### config.mk
export PLATFORM = sky130hd
export DESIGN_NAME = arcade_input_ctrl
export DESIGN_NICKNAME = d
export VERILOG_FILES = /design/src/rtl/arcade_input_ctrl_pkg.sv /design/src/rtl/arcade_coin_seq.sv /design/src/rtl/arcade_input_ctrl.sv
export SDC_FILE = /design/constraint.sdc
export NUM_CORES = 1
export LEC_CHECK = 0
export ABC_CLOCK_PERIOD_IN_PS = 4450
export BUFFER_PORTS_ARGS = -buffer_cell sky130_fd_sc_hd__clkbuf_2
export CAP_MARGIN = 20
export CORE_ASPECT_RATIO = 0.5
export CORE_MARGIN = 1.5
export CORE_UTILIZATION = 30
export DETAILED_ROUTE_END_ITERATION = 16
export SYNTH_ARGS = -nofsm -noshare
export SYNTH_HDL_FRONTEND = slang
export SYNTH_SLANG_ARGS = --single-unit
### constraint.sdc
create_clock -name clk -period 4.45 [get_ports clk]
set_clock_uncertainty 0.2 [all_clocks]
set_input_delay 0.445 -clock clk [delete_from_list [all_inputs] [get_ports clk]]
set_output_delay 0.445 -clock clk [all_outputs]
set_load 0.005 [all_outputs]
### src/rtl/arcade_input_ctrl_pkg.sv
// Shared constants for the arcade input controller: scan codes, pad/joystick bit
// positions and the coin/start sequencer state type.
package arcade_input_ctrl_pkg;

    localparam logic [7:0] ScanUp     = 8'h75;
    localparam logic [7:0] ScanDown   = 8'h72;
    localparam logic [7:0] ScanLeft   = 8'h6B;
    localparam logic [7:0] ScanRight  = 8'h74;
    localparam logic [7:0] ScanStart1 = 8'h05;
    localparam logic [7:0] ScanStart2 = 8'h06;
    localparam logic [7:0] ScanFire0  = 8'h14;
    localparam logic [7:0] ScanFire1  = 8'h11;
    localparam logic [7:0] ScanJump   = 8'h29;

    // Pad bit positions; the low six also match the joystick output layout.
    localparam int unsigned JoyRight  = 0;
    localparam int unsigned JoyLeft   = 1;
    localparam int unsigned JoyDown   = 2;
    localparam int unsigned JoyUp     = 3;
    localparam int unsigned JoyFire   = 4;
    localparam int unsigned JoyJump   = 5;
    localparam int unsigned JoyStart1 = 6;
    localparam int unsigned JoyStart2 = 7;

    localparam int unsigned OutStart = 6;
    localparam int unsigned OutCoin  = 7;

    typedef enum logic [1:0] {
        SeqIdle,
        SeqCoin,
        SeqGap,
        SeqStart
    } seq_state_e;

    function automatic int unsigned max3(input int unsigned a, input int unsigned b,
                                         input int unsigned c);
        int unsigned m;
        m = (a > b) ? a : b;
        return (m > c) ? m : c;
    endfunction

endpackage

### src/rtl/arcade_coin_seq.sv
// Per-player coin/start sequencer: a start request produces a coin pulse, a gap,
// then a start pulse, each timed in cen ticks.
module arcade_coin_seq
    import arcade_input_ctrl_pkg::*;
#(
    parameter int unsigned COIN_TICKS  = 200000,
    parameter int unsigned GAP_TICKS   = 600000,
    parameter int unsigned START_TICKS = 700000
) (
    input  logic clk,
    input  logic rst,
    input  logic cen,
    input  logic start_req,
    output logic in_coin,
    output logic in_start
);

    // A zero length would underflow the reload value; treat it as one tick.
    localparam int unsigned CoinT  = (COIN_TICKS  == 0) ? 1 : COIN_TICKS;
    localparam int unsigned GapT   = (GAP_TICKS   == 0) ? 1 : GAP_TICKS;
    localparam int unsigned StartT = (START_TICKS == 0) ? 1 : START_TICKS;
    localparam int unsigned MaxT   = max3(CoinT, GapT, StartT);
    localparam int unsigned CntW   = (MaxT > 1) ? $clog2(MaxT) : 1;

    localparam logic [CntW-1:0] CoinLoad  = CntW'(CoinT - 1);
    localparam logic [CntW-1:0] GapLoad   = CntW'(GapT - 1);
    localparam logic [CntW-1:0] StartLoad = CntW'(StartT - 1);

    seq_state_e      state_q, state_d;
    logic [CntW-1:0] cnt_q, cnt_d;

    always_comb begin
        state_d = state_q;
        cnt_d   = cnt_q;
        if (start_req) begin
            // Retrigger from any state restarts the whole sequence.
            state_d = SeqCoin;
            cnt_d   = CoinLoad;
        end else if (state_q != SeqIdle && cen) begin
            if (cnt_q == '0) begin
                unique case (state_q)
                    SeqCoin: begin
                        state_d = SeqGap;
                        cnt_d   = GapLoad;
                    end
                    SeqGap: begin
                        state_d = SeqStart;
                        cnt_d   = StartLoad;
                    end
                    default: begin
                        state_d = SeqIdle;
                        cnt_d   = '0;
                    end
                endcase
            end else begin
                cnt_d = cnt_q - CntW'(1);
            end
        end
    end

    always_ff @(posedge clk or posedge rst) begin
        if (rst) begin
            state_q <= SeqIdle;
            cnt_q   <= '0;
        end else begin
            state_q <= state_d;
            cnt_q   <= cnt_d;
        end
    end

    assign in_coin  = (state_q == SeqCoin);
    assign in_start = (state_q == SeqStart);

endmodule

### src/rtl/arcade_input_ctrl.sv
// Merges PS/2 keyboard and two pads into active-low arcade joystick words, and
// sequences coin/start pulses for each player's start request.
module arcade_input_ctrl
    import arcade_input_ctrl_pkg::*;
#(
    parameter int unsigned COIN_TICKS  = 200000,
    parameter int unsigned GAP_TICKS   = 600000,
    parameter int unsigned START_TICKS = 700000
) (
    input  logic        clk,
    input  logic        rst,
    input  logic        cen,
    input  logic [10:0] ps2_key,
    input  logic [8:0]  joy_0,
    input  logic [8:0]  joy_1,
    output logic [7:0]  joystick1,
    output logic [7:0]  joystick2
);

    logic       toggle_q;
    logic       key_event;
    logic [7:0] key_q, key_d;
    logic [7:0] joy_q;
    logic [7:0] active;
    logic       p1_coin, p1_start, p2_coin, p2_start;
    logic [7:0] joystick1_d, joystick2_d;
    logic       unused_bits;

    assign unused_bits = ^{ps2_key[8], joy_0[8], joy_1[8]};
    assign key_event   = (ps2_key[10] != toggle_q);

    // Key latches share the pad bit layout so they can be OR-ed directly.
    always_comb begin
        key_d = key_q;
        if (key_event) begin
            case (ps2_key[7:0])
                ScanUp:               key_d[JoyUp]     = ps2_key[9];
                ScanDown:             key_d[JoyDown]   = ps2_key[9];
                ScanLeft:             key_d[JoyLeft]   = ps2_key[9];
                ScanRight:            key_d[JoyRight]  = ps2_key[9];
                ScanStart1:           key_d[JoyStart1] = ps2_key[9];
                ScanStart2:           key_d[JoyStart2] = ps2_key[9];
                ScanFire0, ScanFire1: key_d[JoyFire]   = ps2_key[9];
                ScanJump:             key_d[JoyJump]   = ps2_key[9];
                default: ;
            endcase
        end
    end

    always_ff @(posedge clk or posedge rst) begin
        if (rst) begin
            toggle_q <= 1'b0;
            key_q    <= '0;
            joy_q    <= '0;
        end else begin
            toggle_q <= ps2_key[10];
            key_q    <= key_d;
            joy_q    <= joy_0[7:0] | joy_1[7:0];
        end
    end

    assign active = key_q | joy_q;

    arcade_coin_seq #(
        .COIN_TICKS  (COIN_TICKS),
        .GAP_TICKS   (GAP_TICKS),
        .START_TICKS (START_TICKS)
    ) u_seq_p1 (
        .clk       (clk),
        .rst       (rst),
        .cen       (cen),
        .start_req (active[JoyStart1]),
        .in_coin   (p1_coin),
        .in_start  (p1_start)
    );

    arcade_coin_seq #(
        .COIN_TICKS  (COIN_TICKS),
        .GAP_TICKS   (GAP_TICKS),
        .START_TICKS (START_TICKS)
    ) u_seq_p2 (
        .clk       (clk),
        .rst       (rst),
        .cen       (cen),
        .start_req (active[JoyStart2]),
        .in_coin   (p2_coin),
        .in_start  (p2_start)
    );

    always_comb begin
        joystick1_d           = 8'hFF;
        joystick2_d           = 8'hFF;
        joystick1_d[5:0]      = ~active[5:0];
        joystick2_d[5:0]      = ~active[5:0];
        joystick1_d[OutStart] = ~p1_start;
        joystick2_d[OutStart] = ~p2_start;
        joystick1_d[OutCoin]  = ~(p1_coin | p2_coin);
    end

    always_ff @(posedge clk or posedge rst) begin
        if (rst) begin
            joystick1 <= 8'hFF;
            joystick2 <= 8'hFF;
        end else begin
            joystick1 <= joystick1_d;
            joystick2 <= joystick2_d;
        end
    end

endmodule

Word-level counts from Yosys, hierarchy flattened
Index checks and enable logic that the tools add are counted.
{"block": "classes", "muxes": 16, "bitwise": 7, "addsub": 2, "reduce_logical": 21, "eq_ne": 16}
{"operator": "$mux 20", "count": 6}
{"operator": "$pmux 20 s2", "count": 2}
{"operator": "$logic_not 20->1", "count": 2}
{"operator": "$sub 20x1->20 const B", "count": 2}
{"operator": "$eq 8x7->1 const B", "count": 4}
{"operator": "$reduce_and 2->1", "count": 10}
{"operator": "$eq 8x3->1 const B", "count": 2}
{"operator": "$eq 8x5->1 const B", "count": 2}
{"operator": "$or 8x8->8", "count": 2}
{"operator": "$mux 2", "count": 6}
{"operator": "$reduce_bool 2->1", "count": 6}
{"operator": "$eq 2x2->1 const B", "count": 4}
{"operator": "$eq 8x6->1 const B", "count": 1}
{"operator": "$pmux 2 s2", "count": 2}
{"operator": "$not 6->6", "count": 1}
{"operator": "$eq 2x1->1 const B", "count": 2}
{"operator": "$not 1->1", "count": 3}
{"operator": "$logic_and 1x1->1", "count": 2}
{"operator": "$reduce_or 2->1", "count": 1}
{"operator": "$ne 1x1->1", "count": 1}
{"operator": "$or 1x1->1", "count": 1}
{"block": "word_totals", "output_inout_bits": 16, "ff_bits": 76, "inputBits": 32}

Depth between registers and ports, before layout
{"block": "depth", "ltp_word": 5, "depth_mapped": 9, "depth_no_buf": 7}

Cells and area by module
Synthesis repeated with hierarchy kept, for this count alone.
{"block": "hier_totals", "hier_cells": 408, "area_unflattened_um2": 3920.0}
{"mod": "arcade_coin_seq", "n_inst": 2, "area_per_inst_um2": 1427.6, "seq_area_each_um2": 550.5, "cells_each": 163}
{"mod": "arcade_input_ctrl", "n_inst": 1, "area_per_inst_um2": 1064.8, "seq_area_each_um2": 661.9, "cells_each": 82}

Least setup slack after synthesis
No wires, ideal clock.
{"block": "synth_path", "path_kind": "register to register", "start": "register u_seq_p1.cnt_q[0]", "end": "register u_seq_p1.cnt_q[14]", "setup_time_ns": 0.078, "t_required_ns": 4.172, "synth_period_minus_slack_ns": 2.279, "stages_incl_launch_ff": 8, "slack_ns": 2.171, "arrival_time_ns": 2.001, "cell_sequence": "dfrtp_1 > inv_1 > ha_1 > nor3b_1 > nand3_1 > or2_2 > or3_1 > a21oi_1"}
{"block": "synth_between", "elab_chain_len": 4, "word_cells_on_any_way": 5, "classes_between": "add/sub: 1; mux: 3; reduce/logical: 1"}
{"item": "start: declaration", "line_no": "arcade_coin_seq.sv:30", "source": "logic [CntW-1:0] cnt_q, cnt_d;"}
{"item": "start signal: assignment", "line_no": "arcade_coin_seq.sv:67", "source": "cnt_q <= cnt_d;"}
{"item": "$sub 20x1->20 / $logic_not 20->1 (equally long branches)", "line_no": "arcade_coin_seq.sv:56, arcade_coin_seq.sv:40"}
{"item": "$mux 20 *", "line_no": "arcade_coin_seq.sv:40", "source": "if (cnt_q == '0) begin"}
{"item": "$mux 20 *", "line_no": "arcade_coin_seq.sv:39", "source": "end else if (state_q != SeqIdle && cen) begin"}
{"item": "$mux 20 *", "line_no": "arcade_coin_seq.sv:35", "source": "if (start_req) begin"}
Every way passes the cells marked *; elsewhere a longest branch is shown, timed or not. The select of a mux whose other input is x is not followed.
A chain may end at the register's enable or synchronous reset.

Final worst setup path
{"block": "layout_path", "start": "register u_seq_p1.cnt_q[6]", "end": "register u_seq_p1.cnt_q[1]"}
{"block": "layout_between", "elab_chain_len": 4}
{"item": "$logic_not 20->1", "line_no": "arcade_coin_seq.sv:40"}
{"item": "$mux 20", "line_no": "arcade_coin_seq.sv:40"}
{"item": "$mux 20", "line_no": "arcade_coin_seq.sv:39"}
{"item": "$mux 20", "line_no": "arcade_coin_seq.sv:35"}
No other way between the ends. The select of a mux whose other input is x is not followed.

==> metrics <==
CTS buffer count 9; Worst Setup Start Kind register; WHS Endpoint toggle_q; TritonCTS clock tree done; synthesized area 0.003961 mm2; clk buf depth 2; most used cell, CP nor2_1; Final setup viols 0; die area 0.01394 mm2; initial antenna violation count 0; CP Buf/Inv Count 0; worst rel slew slack 38.95%; Worst path max stage delay 0.68 ns; core area 0.01277 mm2; first-pass GRT wire length 15,480 um; setup TNS 0 ns; Crit Path Class register to register; adder-cell share of the synthesized area 4.106%; H-Tree Depth 3; FF/Latch Area 0.001763 mm2; Filler Cells Inserted 1,322; most common cell after layout, fill and taps aside dfrtp_1; worst-path maximum fanout 11; min-delay worst type primary input to register; post-synthesis mux area share 3.569%; drt initial violations 160; number of diodes 0; unrepaired setup endpoints after global routing no; Slew Limit Fails 0; run status completed; die height 84.26 um; mean post-synth cell area 9.191 um2; post-DP HPWL 6342 um; worst r2r dst u_seq_p1.cnt_q[1]; I/O Buffers 43; Post-CTS Setup Inserts 0; distinct cell type count after synthesis 60; Worst Path Arrival 2.77 ns; slowest CP cell nor2_1; Routed WL 9119 um; sequential element share of the synthesized area 44.50%; max cap viols 0; EDFF count, synth 0; P_leak 1.789 nW; post_cts resized 0; CTS Hold Bufs 0; Synth Area in Compound Gates 14.47%; worst vdd ir 0.0001748 V; grt met2 use 22.80%; GRT Total Usage 14.07%; clk slew on worst S/H paths 0.06 ns; critical path cell sequence nor4_2 -> nand4_1 -> nor2_1 -> nor2_1 -> o32a_1; GRT met3 Usage 3.903%; hold path startpoint ps2_key[10]; Top delay family on crit path simple AND/OR/NAND/NOR gates; row cnt 29; fin crit period 2.747 ns; Die Wd 165.5 um; average wire per standard cell 14.20 um; Synth Flop Type dfrtp_1; routability cong. 0.8100; global route hottest layer met2; via count 3,349; layout cells sized above 1 22.46%; required time worst endpoint 4.47 ns; largest net degree at the start of global routing 47; Post-DRT Antenna Nets 0; Least-Margin Pin Slew 0.9124 ns; Util after Layout 36.11%; # IOs 48; async set-reset flop share out of synthesis 100.0%; pwr/cell area 318.8 mW/mm2; clk sink count 70; root buffer cell clkbuf_16; grt ovf 0; area of the multi-input gates 0.002006 mm2; main combinational cell family by area after synthesis simple AND/OR/NAND/NOR gates; vias in the first global route 3,151; flops & latches, synth 70; first drt pass iteration count 6; Syn Inst Count 431; Ys Warns 0; fmax 0.3640 GHz; endpoints failing hold 0; r2r setup slk 1.70 ns; Initial Util 31.01%; Vias/cell 5.217; worst reg2reg path startpoint u_seq_p1.cnt_q[6]; clock insertion delay at the later pin of the skew report 0.34 ns; met1 Usage GRT 18.24%; Area Growth Syn to Fin 16.42%; CP Capture Type register; Residual DRC 0; Synth Net Count 476; nets 512; crit share post-route 61.74%; commonest cells after routing, fill and taps aside dfrtp_1 (61), nor2_1 (46), clkbuf_2 (43); worst r2r path cells 5; Post-Synth XOR/XNOR Area 0.6633%; worst hold stages 1; Synth Area in Simple Gates 27.73%
==> metal layers <==
metal / vias to the layer above / wire (um)
li1: 1654 / -
met1: 1612 / 4233
met2: 73 / 4382
met3: 10 / 387
met4: 0 / 116
met5: - / 0
==> worst max-delay path by stage <==
stage          slack, ns                 to         startpoint  cells past startpoint
2_1_floorplan       2.05           joy_q[0]                rst                      1
3_3_place_gp        1.77  u_seq_p1.cnt_q[1]  u_seq_p1.cnt_q[6]                      5
3_5_place_dp        1.78  u_seq_p1.cnt_q[1]  u_seq_p1.cnt_q[6]                      5
4_1_cts             1.75  u_seq_p1.cnt_q[1]  u_seq_p1.cnt_q[6]                      5
5_1_grt             1.49  u_seq_p1.cnt_q[8]  u_seq_p1.cnt_q[6]                      5
6_report            1.70  u_seq_p1.cnt_q[1]  u_seq_p1.cnt_q[6]                      5
==> flip-flops by register name, summed over array words and instances, names as in the netlist <==
| register | cells |
|---|---|
| u_seq_p2.state_q | 2 |
| toggle_q | 1 |
| key_q | 8 |
| joystick1 | 8 |
| u_seq_p2.cnt_q | 20 |
| u_seq_p1.cnt_q | 20 |
| joystick2 | 1 |
| joy_q | 8 |
| u_seq_p1.state_q | 2 |
==> cell families after synthesis <==
family | after synthesis
DFF | 70
xor gates and xnor gates | 3
and+or+nand+nor | 203
AOI/OAI and AO/OA | 89
muxes | 13
buffers and inverters | 39
other | 1
adders and majority gates | 13
==> Yosys cell counts (all sizes together), types with 3 or more instances <==
master | n | area [um2]
dfrtp | 61 | 1526
nor2 | 46 | 172.7
a21oi | 36 | 183.9
nand2 | 36 | 135.1
nor3 | 27 | 140.1
inv | 17 | 63.81
nor4 | 17 | 140.1
o21ai | 16 | 80.08
nand3 | 15 | 75.07
ha | 13 | 162.7
or2 | 13 | 81.33
buf | 12 | 91.33
or3 | 11 | 68.82
clkbuf | 10 | 37.54
dfstp | 9 | 236.5
mux2 | 9 | 101.4
nand4 | 8 | 65.06
nand2b | 7 | 43.79
o31ai | 5 | 37.54
or4 | 5 | 37.54
a211oi | 4 | 30.03
mux2i | 4 | 40.04
a31o | 3 | 26.28
a31oi | 3 | 18.77
nor2b | 3 | 18.77
nor3b | 3 | 22.52
o211ai | 3 | 22.52
o311ai | 3 | 26.28
==> area by class of cell <==
cell class / count / share of cell area, %
Multi-Input combinational cell: 322 / 43.49
Sequential cell: 70 / 38.23
Timing Repair Buffer: 47 / 5.643
Clock buffer: 9 / 4.883
Tap cell: 170 / 4.612
Clock inverter: 7 / 1.763
Inverter: 17 / 1.384
==> stage by stage <==
stage | std cells | total power [W] | area (um2) | hold slack, ns | worst slack [ns]
floorplan | 431 | 0.0007164 | 3961 | 0.1393 | 2.052
global placement | 624 | 0.0007486 | 4275 | 0.1429 | 1.768
detailed placement | 624 | 0.0007494 | 4275 | 0.1423 | 1.782
CTS | 640 | 0.001492 | 4582 | 0.03030 | 1.754
global route | 642 | 0.001532 | 4612 | 0.03271 | 1.494
finish | 642 | 0.001470 | 4612 | 0.04147 | 1.703
==> report_power, final <==
group	internal, W	switching, W
Combinational	0.0000306	0.0000512
Sequential	0.000651	0.00000663
Clock	0.000440	0.000290
Total	0.00112	0.000348
No activity file was read; power rests on OpenSTA's default activity.
